## config.mk

```make
export PLATFORM = sky130hd
export DESIGN_NAME = twos_to_sign_magnitude_serial_flat
export DESIGN_NICKNAME = d
export VERILOG_FILES = /design/src/rtl/twos_to_sign_magnitude_serial_if.sv /design/src/rtl/twos_to_sign_magnitude_serial.sv /design/src/flat_wrapper.sv
export SDC_FILE = /design/constraint.sdc
export NUM_CORES = 1
export LEC_CHECK = 0
export ABC_AREA = 1
export ABC_CLOCK_PERIOD_IN_PS = 1300
export CORE_UTILIZATION = 45
export CTS_BUF_LIST = sky130_fd_sc_hd__clkbuf_16
export DETAILED_ROUTE_END_ITERATION = 7
export PLACE_DENSITY = 0.69
export SKIP_LAST_GASP = 1
export SLEW_MARGIN = 20
export SYNTH_ARGS = -nofsm -noshare
export SYNTH_HDL_FRONTEND = slang
export SYNTH_SLANG_ARGS = --single-unit
export TNS_END_PERCENT = 50
```

## constraint.sdc

```tcl
create_clock -name clk -period 1.3 [get_ports clk]
set_input_delay 0.26 -clock clk [delete_from_list [all_inputs] [get_ports clk]]
set_output_delay 0.26 -clock clk [all_outputs]
set_load 0.02 [all_outputs]
```

## src/rtl/twos_to_sign_magnitude_serial_if.sv

```systemverilog
`default_nettype none
// ============================================================================
// Module      : twos_to_sign_magnitude_serial_if
// Description : Valid/ready handshake bundle for the bit-serial two's-complement
//               to sign-magnitude converter (input channel and result channel).
// Revision    : 1.0 - initial release
// ============================================================================
interface twos_to_sign_magnitude_serial_if #(
    parameter int N = 8
);
    // Input channel
    logic           in_valid;
    logic           in_ready;
    logic [N-1:0]   in_data;

    // Result channel
    logic           out_valid;
    logic           out_ready;
    logic           out_sign;
    logic [N-1:0]   out_mag;
    logic           out_overflow;

    // Producer of operands / consumer of results
    modport master (
        output in_valid,
        input  in_ready,
        output in_data,
        input  out_valid,
        output out_ready,
        input  out_sign,
        input  out_mag,
        input  out_overflow
    );

    // The converter itself
    modport slave (
        input  in_valid,
        output in_ready,
        input  in_data,
        output out_valid,
        input  out_ready,
        output out_sign,
        output out_mag,
        output out_overflow
    );
endinterface
`default_nettype wire

```

## src/rtl/twos_to_sign_magnitude_serial.sv

```systemverilog
`default_nettype none
// ============================================================================
// Module      : twos_to_sign_magnitude_serial
// Description : Bit-serial N-bit two's-complement to sign-magnitude converter.
//               Negative operands are negated LSB first through one half-adder
//               stage (invert bit, add registered carry), one bit per clock.
// Revision    : 1.0 - initial release
// ============================================================================
module twos_to_sign_magnitude_serial #(
    parameter int N = 8
) (
    input  wire logic                            clk,
    input  wire logic                            rst_n,
    twos_to_sign_magnitude_serial_if.slave       bus
);

    localparam int             CW          = (N > 1) ? $clog2(N) : 1;
    localparam logic [CW-1:0]  C_CNT_LAST  = CW'(N - 1);
    localparam logic [N-1:0]   C_MOST_NEG  = {1'b1, {(N-1){1'b0}}};

    typedef enum logic [1:0] {
        S_IDLE = 2'd0,
        S_CONV = 2'd1,
        S_DONE = 2'd2
    } state_t;

    state_t          r_state;
    logic [N-1:0]    r_d;          // operand, shifted right one bit per cycle
    logic [N-1:0]    r_m;          // magnitude being assembled from the MSB end
    logic [CW-1:0]   r_cnt;
    logic            r_carry;
    logic            r_sign;
    logic            r_out_valid;
    logic            r_out_sign;
    logic [N-1:0]    r_out_mag;
    logic            r_out_overflow;

    logic            w_b;
    logic            w_m;
    logic            w_carry_nxt;
    logic [N-1:0]    w_m_nxt;

    // One serial negation step: ~b + carry for negatives, pass-through otherwise
    always_comb begin
        w_b         = r_d[0];
        w_m         = r_sign ? (~w_b ^ r_carry) : w_b;
        w_carry_nxt = r_sign ? (~w_b & r_carry) : r_carry;
        w_m_nxt     = {w_m, r_m[N-1:1]};
    end

    // Control FSM with registered datapath and registered result outputs
    always_ff @(posedge clk or negedge rst_n) begin
        if (!rst_n) begin
            r_state        <= S_IDLE;
            r_d            <= '0;
            r_m            <= '0;
            r_cnt          <= '0;
            r_carry        <= 1'b0;
            r_sign         <= 1'b0;
            r_out_valid    <= 1'b0;
            r_out_sign     <= 1'b0;
            r_out_mag      <= '0;
            r_out_overflow <= 1'b0;
        end else begin
            case (r_state)
                S_IDLE: begin
                    if (bus.in_valid) begin
                        r_d     <= bus.in_data;
                        r_sign  <= bus.in_data[N-1];
                        r_cnt   <= '0;
                        r_carry <= 1'b1;
                        r_m     <= '0;
                        r_state <= S_CONV;
                    end
                end
                S_CONV: begin
                    r_m     <= w_m_nxt;
                    r_d     <= {1'b0, r_d[N-1:1]};
                    r_carry <= w_carry_nxt;
                    r_cnt   <= r_cnt + 1'b1;
                    if (r_cnt == C_CNT_LAST) begin
                        // Final carry is dropped: it is only 1 for a zero
                        // operand, which never takes the negate path.
                        r_out_mag      <= w_m_nxt;
                        r_out_sign     <= r_sign;
                        r_out_overflow <= r_sign & (w_m_nxt == C_MOST_NEG);
                        r_out_valid    <= 1'b1;
                        r_state        <= S_DONE;
                    end
                end
                S_DONE: begin
                    if (bus.out_ready) begin
                        r_out_valid <= 1'b0;
                        r_state     <= S_IDLE;
                    end
                end
                default: begin
                    r_out_valid <= 1'b0;
                    r_state     <= S_IDLE;
                end
            endcase
        end
    end

    assign bus.in_ready     = (r_state == S_IDLE);
    assign bus.out_valid    = r_out_valid;
    assign bus.out_sign     = r_out_sign;
    assign bus.out_mag      = r_out_mag;
    assign bus.out_overflow = r_out_overflow;

endmodule
`default_nettype wire

```

## src/flat_wrapper.sv

```systemverilog
// flat-port wrapper written by rule: the top's interface ports become plain ports
module twos_to_sign_magnitude_serial_flat 
#(
    parameter int N = 8
)
  (clk, rst_n, bus_in_valid, bus_in_ready, bus_in_data, bus_out_valid, bus_out_ready, bus_out_sign, bus_out_mag, bus_out_overflow);
  twos_to_sign_magnitude_serial_if #(.N(N)) bus_i ();
  input  wire logic clk;
  input  wire logic rst_n;
  input wire logic [$bits(bus_i.in_valid)-1:0] bus_in_valid;
  output wire logic [$bits(bus_i.in_ready)-1:0] bus_in_ready;
  input wire logic [$bits(bus_i.in_data)-1:0] bus_in_data;
  output wire logic [$bits(bus_i.out_valid)-1:0] bus_out_valid;
  input wire logic [$bits(bus_i.out_ready)-1:0] bus_out_ready;
  output wire logic [$bits(bus_i.out_sign)-1:0] bus_out_sign;
  output wire logic [$bits(bus_i.out_mag)-1:0] bus_out_mag;
  output wire logic [$bits(bus_i.out_overflow)-1:0] bus_out_overflow;
  assign bus_i.in_valid = bus_in_valid;
  assign bus_in_ready = bus_i.in_ready;
  assign bus_i.in_data = bus_in_data;
  assign bus_out_valid = bus_i.out_valid;
  assign bus_i.out_ready = bus_out_ready;
  assign bus_out_sign = bus_i.out_sign;
  assign bus_out_mag = bus_i.out_mag;
  assign bus_out_overflow = bus_i.out_overflow;
  twos_to_sign_magnitude_serial #(.N(N)) u_core (.clk(clk), .rst_n(rst_n), .bus(bus_i));
endmodule
```

# Word-level counts from Yosys, hierarchy flattened

Cells that the tools add are included.

$add $sub $neg: 1
Multiply operators: 0
Divide/modulo/power cells: 0
Order comparisons: 0
Equality and inequality tests: 8
Shift-type cells: 0
Mux-type cells: 17
Bitwise operators: 5
Reductions and logical operators: 8

Operators by type and width:

| cell                                                 | number |
|---|---|
| one-hot mux 8 bit (2 select lines)                   | 2 |
| two-way mux 8 bit                                    | 2 |
| AND reduction 3 bit                                  | 3 |
| equality test 8 bit (second input constant)          | 1 |
| two-way mux 2 bit                                    | 3 |
| one-hot mux 2 bit (3 select lines)                   | 1 |
| one-hot mux 3 bit (2 select lines)                   | 1 |
| AND reduction 2 bit                                  | 3 |
| two-way mux 1 bit                                    | 5 |
| != test 2 x 1 -> 1 bit (second input constant)       | 2 |
| != test 2 bit (second input constant)                | 2 |
| adder 3 x 1 -> 3 bit (second input constant)         | 1 |
| equality test 3 bit (second input constant)          | 1 |
| two-way mux 3 bit                                    | 1 |
| one-hot mux 1 bit (3 select lines)                   | 1 |
| bitwise AND 1 bit                                    | 2 |
| equality test 2 x 1 -> 1 bit (second input constant) | 1 |
| equality test 2 bit (second input constant)          | 1 |
| logical NOT 2 bit                                    | 1 |
| inverter 1 bit                                       | 2 |
| one-hot mux 1 bit (2 select lines)                   | 1 |
| nonzero test 2 bit                                   | 1 |
| XOR 1 bit                                            | 1 |

Register bits after elaboration: 34
Bits in latches: 0
RAM bits: 0
Bits in read-only memories: 0
Logic and storage cells: 49
Memories: 0

# Depth between registers and ports, before layout

Gate-level depths: netlist (run 1).

Depth in word-level cells: 5
Mapped depth: 7

# Least setup slack after synthesis (run 1)

OpenSTA, ideal clock, no wires.

Path kind: register to register
Start point: register u_core.r_state[0]
End point: register u_core.r_carry
Library setup time: 0.120 ns
Arrival time: 1.169 ns
Path slack: 0.011 ns
Stages on the path, launching flop included: 5
Path buffers: 0
Cells stage by stage: dfrtp_1 -> nor2_1 -> nand2_1 -> nand3_1 -> nand2_1

Longest elaborated chain between the ends: 3

Ends and longest elaborated chain:

| item                                                                        | line                                | text |
|---|---|---|
| start, declared                                                             | twos_to_sign_magnitude_serial.sv:27 | `state_t r_state;` |
| start signal, assigned                                                      | twos_to_sign_magnitude_serial.sv:54 | `r_state <= S_IDLE;` |
| start signal, assigned                                                      | twos_to_sign_magnitude_serial.sv:73 | `r_state <= S_CONV;` |
| start signal, assigned                                                      | twos_to_sign_magnitude_serial.sv:88 | `r_state <= S_DONE;` |
| logical NOT 2 bit *                                                         | -                                   |  |
| net bus_in_ready                                                            | flat_wrapper.sv:11                  | `output wire logic [$bits(bus_i.in_ready)-1:0] bus_in_ready;` |
| != test 2 bit (no source line) / nonzero test 2 bit (equally long branches) | -                                   |  |
| AND reduction 3 bit (no source line)                                        | -                                   |  |
| end signal, assigned                                                        | twos_to_sign_magnitude_serial.sv:79 | `r_carry <= w_carry_nxt;` |
| end, declared                                                               | twos_to_sign_magnitude_serial.sv:31 | `logic r_carry;` |

Mark *: on every way through the listed nets, which the timed path passes. The rest lies on a longest branch.
A chain may end at the register's enable or synchronous reset.

# Worst setup path after layout (run 1)

Start point: register u_core.r_state[1]
End point: register u_core.r_out_mag[3] (netlist: u_core.bus.out_mag[3])

Longest elaborated chain between the ends: 2

Ends and longest elaborated chain:

| item                                 | line                                | text |
|---|---|---|
| equality test 2 x 1 -> 1 bit         | twos_to_sign_magnitude_serial.sv:65 | `case (r_state)` |
| AND reduction 2 bit (no source line) | -                                   |  |
| end signal, assigned                 | twos_to_sign_magnitude_serial.sv:84 | `r_out_mag <= w_m_nxt;` |
| end, declared                        | twos_to_sign_magnitude_serial.sv:35 | `logic [N-1:0] r_out_mag;` |

Every way passes these cells.

==> flow_metrics.env, run 1 <==
export IMPL_wl_met3_um=150
export IMPL_syn_num_nets=177
export IMPL_wire_per_inst_um=11.9
export IMPL_layout_nets=214
export IMPL_yosysSeqAreaShare_pct=55.7
export IMPL_gp_congestion=0.772
export IMPL_clk_path_buf_depth=2
export IMPL_yosysUniqueCellTypes=19
export IMPL_slew_headroom_pct=79.3
export IMPL_hold_viol=0
export IMPL_wl_met2_mm=1.50
export IMPL_powerDensity_nw_per_um2=2350
export IMPL_worstSetupEndpointType="register"
export IMPL_fin_skew_ns=0.00506
export IMPL_start_kind="register"
export IMPL_fmax_ghz=0.779
export IMPL_grt_max_degree=34
export IMPL_outcome="complete, no violations"
export IMPL_path_clk_slew_ns=0.05
export IMPL_die_h_um=59.4
export IMPL_cts_tree="yes"
export IMPL_clock_sinks=33
export IMPL_vias=1181
export IMPL_via_per_inst=4.84
export IMPL_drive_gt1_share_pct=17.5
export IMPL_synth_area_top_cells="dfrtp_1, nand2_1, o22ai_2, o21ai_0, inv_1"
export IMPL_layout_min_cycle_time_ns=1.28
export IMPL_numPortBuffers=23
export IMPL_wl_met1_mm=1.19
export IMPL_synth_top_area_cell="dfrtp_1"
export IMPL_dieArea_um2=3530
export IMPL_critPathKind="register to register"
export IMPL_post_route_period_util_pct=98.7
export IMPL_drc_errors=0
export IMPL_hold_buffers=0
export IMPL_synth_area_um2=1480
export IMPL_maxCapViolations=0
export IMPL_postRouteAntennaNets=0
export IMPL_antenna_found_initial=0
export IMPL_avgSynthCellArea_um2=9.15
export IMPL_drt_initial_drc_count=77
export IMPL_drt_pass1_iterations=4
export IMPL_crit_required_ns=1.45
export IMPL_setup_viol=0
export IMPL_dp_hpwl_mm=1.92
export IMPL_synthCells=162
export IMPL_rsz0062_at_grt="true"
export IMPL_fin_ws_ns=0.0170
export IMPL_syn_to_final_growth_pct=39.7
export IMPL_overflow=0
export IMPL_antennaDiodeCount=0
export IMPL_synth_seq_cells=33
export IMPL_yosys_warnings=0
export IMPL_power_leakage_nw=1.12
export IMPL_grt_pass1_vias=1104
export IMPL_drt_total_wl_mm=2.90
export IMPL_finalSetupTns_ns=0
export IMPL_yosysTopAreaCellShare_pct=55.7
export IMPL_worst_slew_pin_slew_ns=0.307
export IMPL_place_ws_ns=-0.0705
export IMPL_track_usage_pct=18.6
export IMPL_row_count=20
export IMPL_htreeDepth=2
export IMPL_io_pins=24
export IMPL_arrival_ns=1.44
export IMPL_die_w_um=59.4
export IMPL_critPathMaxFanout=6
export IMPL_slew_violations=0
export IMPL_grt_pass1_wl_mm=4.69
export IMPL_dr_max_layer_used="met4"
export IMPL_cts_buffers=5
export IMPL_holdCritPathClass="input pin to async pin"
export IMPL_clock_latency_ns=0.28
export IMPL_core_area_um2=3080
export IMPL_initial_core_util_pct=48.2
export IMPL_root_buffer="clkbuf_16"
export IMPL_ir_drop_uv=1390
[synthesized netlist by cell type]
library cell,number
nand2_1,60
dfrtp_1,33
inv_1,16
o21ai_0,16
o22ai_2,7
nor2_1,6
o21ai_1,6
ha_1,3
buf_2,2
buf_6,2
inv_2,2
nand3_1,2
buf_4,1
inv_4,1
nand2_2,1
nand3_2,1
nor2_2,1
nor2_4,1
o21ai_4,1
[final timing paths]
path	end	slack (ns)	from	depth (start not counted)
min in group clk	u_core.r_cnt[1]	0.48	u_core.r_cnt[1]	2
hold reg to reg	u_core.r_cnt[1]	0.48	u_core.r_cnt[1]	2
hold / removal	u_core.bus.out_mag[7]	0.35	rst_n	2
max in group asynchronous	u_core.r_state[0]	0.77	rst_n	2
setup reg to reg	u_core.bus.out_mag[3]	0.02	u_core.r_state[1]	7
setup / recovery	u_core.bus.out_mag[3]	0.02	u_core.r_state[1]	7
[repair_timing]
action                                  CTS  global route
cloned                                    0             2
endpoints found under the setup margin   12            23
resized for setup                         6            16
pin swaps                                 0             1
buffers inserted                          0             1
endpoints found under the hold margin     0             0
[flip-flops by register name (all words and copies together), names as in the netlist]
| register | count |
|---|---|
| u_core.bus.out_mag | 8 |
| u_core.bus.out_overflow | 1 |
| u_core.bus.out_sign | 1 |
| u_core.bus.out_valid | 1 |
| u_core.r_carry | 1 |
| u_core.r_cnt | 3 |
| u_core.r_d | 8 |
| u_core.r_m | 7 |
| u_core.r_sign | 1 |
| u_core.r_state | 2 |
[kinds of logic (layout without fill, tap and decap cells)]
family / count (synthesis) / in the layout / share of synthesized area [%]
buffers and inverters: 24 / 62 / 7.68
DFF: 33 / 33 / 55.7
and+or+nand+nor: 72 / 72 / 19.7
adders and majority gates: 3 / 3 / 2.53
AOI/OAI and AO/OA: 30 / 30 / 14.4
[per-layer routing]
layer / track usage (%) / up-vias
li1: - / 589
met1: 21.6 / 553
met2: 31.3 / 32
met3: 5.24 / 7
met4: 9.18 / 0
met5: 0 / -
[through the flow]
step                power (mW)  utilization (%)  std cells  hold WS, ns  instance area (um2)
global placement          3.65             60.0        233        0.457                 1850
global route              5.23             67.3        244        0.373                 2070
detailed placement        3.76             60.0        233        0.465                 1850
CTS                       4.82             64.2        241        0.364                 1980
finish                    4.87             67.3        244        0.352                 2070
floorplan                 3.00                -        162      -0.0356                 1480
[layout make-up]
class,instances,area [um2]
Tap cell,44,55.1
Inverter,19,76.3
Fill cell,249,1010
Timing Repair Buffer,35,409
Clock inverter,3,12.5
Sequential cell,33,826
Multi-Input combinational cell,105,568
Clock buffer,5,125
[critical path: stages, from the launching register on]
cell       delay, ns
dfrtp_1         0.38
buf_4           0.16
inv_4           0.07
buf_12          0.11
nand3_4         0.13
clkbuf_16       0.18
nand2_1         0.06
o21ai_0         0.08
[placed cells by master (no fill, tap or decap), drive strengths merged]
cell and instances:
nand2 61, dfrtp 33, o21ai 23, inv 19, clkdlybuf4s50 11, buf 10, clkbuf 8, nor2 8
o22ai 7, dlymetal6s2s 6, dlygate4sd2 5, nand3 3, ha 3, clkinv 3
[power by group]
part	internal, mW	switching [mW]
Combinational	0.911	1.20
Clock	0.691	0.402
Sequential	1.45	0.215
Total	3.06	1.82
No activity file was read; power rests on OpenSTA's default activity.
==> run 2, diff against run 1 <==
--- a/config.mk
+++ b/config.mk
@@ -7,6 +7,7 @@
 export LEC_CHECK = 0
 export ABC_AREA = 1
 export ABC_CLOCK_PERIOD_IN_PS = 1300
+export CORE_MARGIN = 5
 export CORE_UTILIZATION = 45
 export CTS_BUF_LIST = sky130_fd_sc_hd__clkbuf_16
 export DETAILED_ROUTE_END_ITERATION = 7
==> flow_metrics.env, run 2 (synthesis results as in run 1) <==
export IMPL_outcome="finished, violations left"
export IMPL_failed_checks="setup timing"
export IMPL_crit_chain="buf_4 > o21ai_4 > clkinv_4 > clkbuf_4 > nand2_1 > nand2_1"
export IMPL_wl_met1_mm=1.35
export IMPL_fin_skew_ns=0.00308
export IMPL_fin_ws_ns=-0.0135
export IMPL_dp_hpwl_mm=1.93
export IMPL_grt_pass1_wl_mm=4.92
export IMPL_root_buffer="clkbuf_16"
export IMPL_crit_slowest_cell="dfrtp_1"
export IMPL_path_clk_slew_ns=0.05
export IMPL_crit_required_ns=1.46
export IMPL_drt_initial_drc_count=47
export IMPL_htreeDepth=2
export IMPL_die_h_um=67.4
export IMPL_clock_latency_ns=0.27
export IMPL_multi_input_area_um2=586
export IMPL_drt_pass1_iterations=4
export IMPL_start_kind="register"
export IMPL_die_w_um=67.4
export IMPL_whs_ns=0.354
export IMPL_postRouteAntennaNets=0
export IMPL_holdCritPathClass="input pin to async pin"
export IMPL_critPathKind="register to register"
export IMPL_clock_sinks=33
export IMPL_syn_to_final_growth_pct=42.4
export IMPL_antennaDiodeCount=0
export IMPL_ir_drop_uv=1270
export IMPL_power_leakage_nw=1.11
export IMPL_via_per_inst=4.85
export IMPL_r2r_cells=6
export IMPL_initial_core_util_pct=47.8
export IMPL_fin_area_um2=2110
export IMPL_final_common_cell="nand2_1"
export IMPL_arrival_ns=1.47
export IMPL_powerDensity_nw_per_um2=2360
export IMPL_slew_violations=0
export IMPL_rsz0062_at_grt="true"
export IMPL_clk_path_buf_depth=2
export IMPL_drc_errors=0
export IMPL_hold_buffers=0
export IMPL_numPortBuffers=23
export IMPL_crit_path_max_incr_delay_ns=0.38
export IMPL_vias=1194
export IMPL_drive_gt1_share_pct=19.8
export IMPL_dr_max_layer_used="met4"
export IMPL_place_ws_ns=-0.0815
export IMPL_fin_util_pct=68.1
export IMPL_worst_slew_pin_slew_ns=0.370
export IMPL_antenna_found_initial=0
export IMPL_regArea_um2=826
export IMPL_dp_cells=233
export IMPL_placed_cell_area_um2=1850
export IMPL_cts_tree="yes"
export IMPL_layout_nets=216
export IMPL_drt_total_wl_mm=3.00
export IMPL_dieArea_um2=4540
export IMPL_setup_viol=2
export IMPL_io_pins=24
export IMPL_fmax_ghz=0.761
export IMPL_grt_max_degree=34
export IMPL_maxCapViolations=0
export IMPL_wire_per_inst_um=12.2
export IMPL_gp_congestion=0.783
export IMPL_post_route_period_util_pct=101
export IMPL_p_total_mw=4.99
export IMPL_crit_top_cell="nand2_1"
export IMPL_core_area_um2=3100
export IMPL_mostFrequentLayoutCells="nand2_1, dfrtp_1, inv_1, o21ai_1, clkdlybuf4s50_1"
export IMPL_layout_min_cycle_time_ns=1.31
export IMPL_track_usage_pct=14.6
export IMPL_hold_viol=0
export IMPL_fin_cells=246
export IMPL_row_count=20
export IMPL_worstSetupEndpointType="register"
export IMPL_critPathMaxFanout=8
export IMPL_wl_met3_um=130
export IMPL_cts_buffers=5
export IMPL_startpoint="u_core.r_state[0]"
export IMPL_overflow=0
export IMPL_slew_headroom_pct=75.0
export IMPL_finalSetupTns_ns=-0.0208
export IMPL_wl_met2_mm=1.51
export IMPL_timing_rr_start="u_core.r_state[0]"
export IMPL_grt_pass1_vias=1153
export IMPL_n_fill_cell=253
==> run 2: cell types whose count changed in the layout (fill, tap and decap cells not counted), sizes merged <==
cell,change
buf,+1
dlymetal6s2s,-1
clkinv,+1
inv,-1
clkbuf,+1
dlygate4sd2,+1
==> run 2: final timing paths <==
check | to | slack, ns
max | u_core.r_d[2] | -0.01
min | u_core.bus.out_valid | 0.35
max reg2reg | u_core.r_d[2] | -0.01
min reg2reg | u_core.bus.out_mag[7] | 0.47
max in group asynchronous | u_core.r_state[1] | 0.77
min in group clk | u_core.bus.out_mag[7] | 0.47
==> run 2: report_power, final <==
| group | switching, mW | internal (mW) |
|---|---|---|
| sequential | 0.223 | 1.45 |
| combinational | 1.25 | 0.983 |
| clock | 0.387 | 0.690 |
| total | 1.86 | 3.13 |
==> run 2: per-layer routing <==
| layer | vias up | track usage (%) |
|---|---|---|
| li1 | 594 | - |
| met4 | 0 | 4.30 |
| met2 | 25 | 24.2 |
| met1 | 573 | 18.1 |
| met5 | - | 0 |
| met3 | 2 | 4.83 |
==> run 2: final cells by class <==
type	count	area share (%)
clock buffers	5	5.92
flip-flops and latches	33	39.1
repair buffers	37	20.1
well taps	44	2.61
clock inverters	3	0.592
multi-input cells	105	27.7
inverters	19	3.97
==> run 2: timing repair <==
| item | 4_1_cts | 5_1_grt |
|---|---|---|
| gates resized for setup | 7 | 28 |
| buffers inserted | 0 | 4 |
| pin swaps | 0 | 2 |
| endpoints found under the setup margin | 15 | 29 |
| cloned | 0 | 2 |
==> run 2: worst max-delay path, delay by kind of cell, from the launching register on <==
family                 cells  cell delay [ns]
AND/OR/NAND/NOR            2             0.13
AO/OA/AOI/OAI              1             0.20
flip-flops                 1             0.38
buffers and inverters      3             0.49
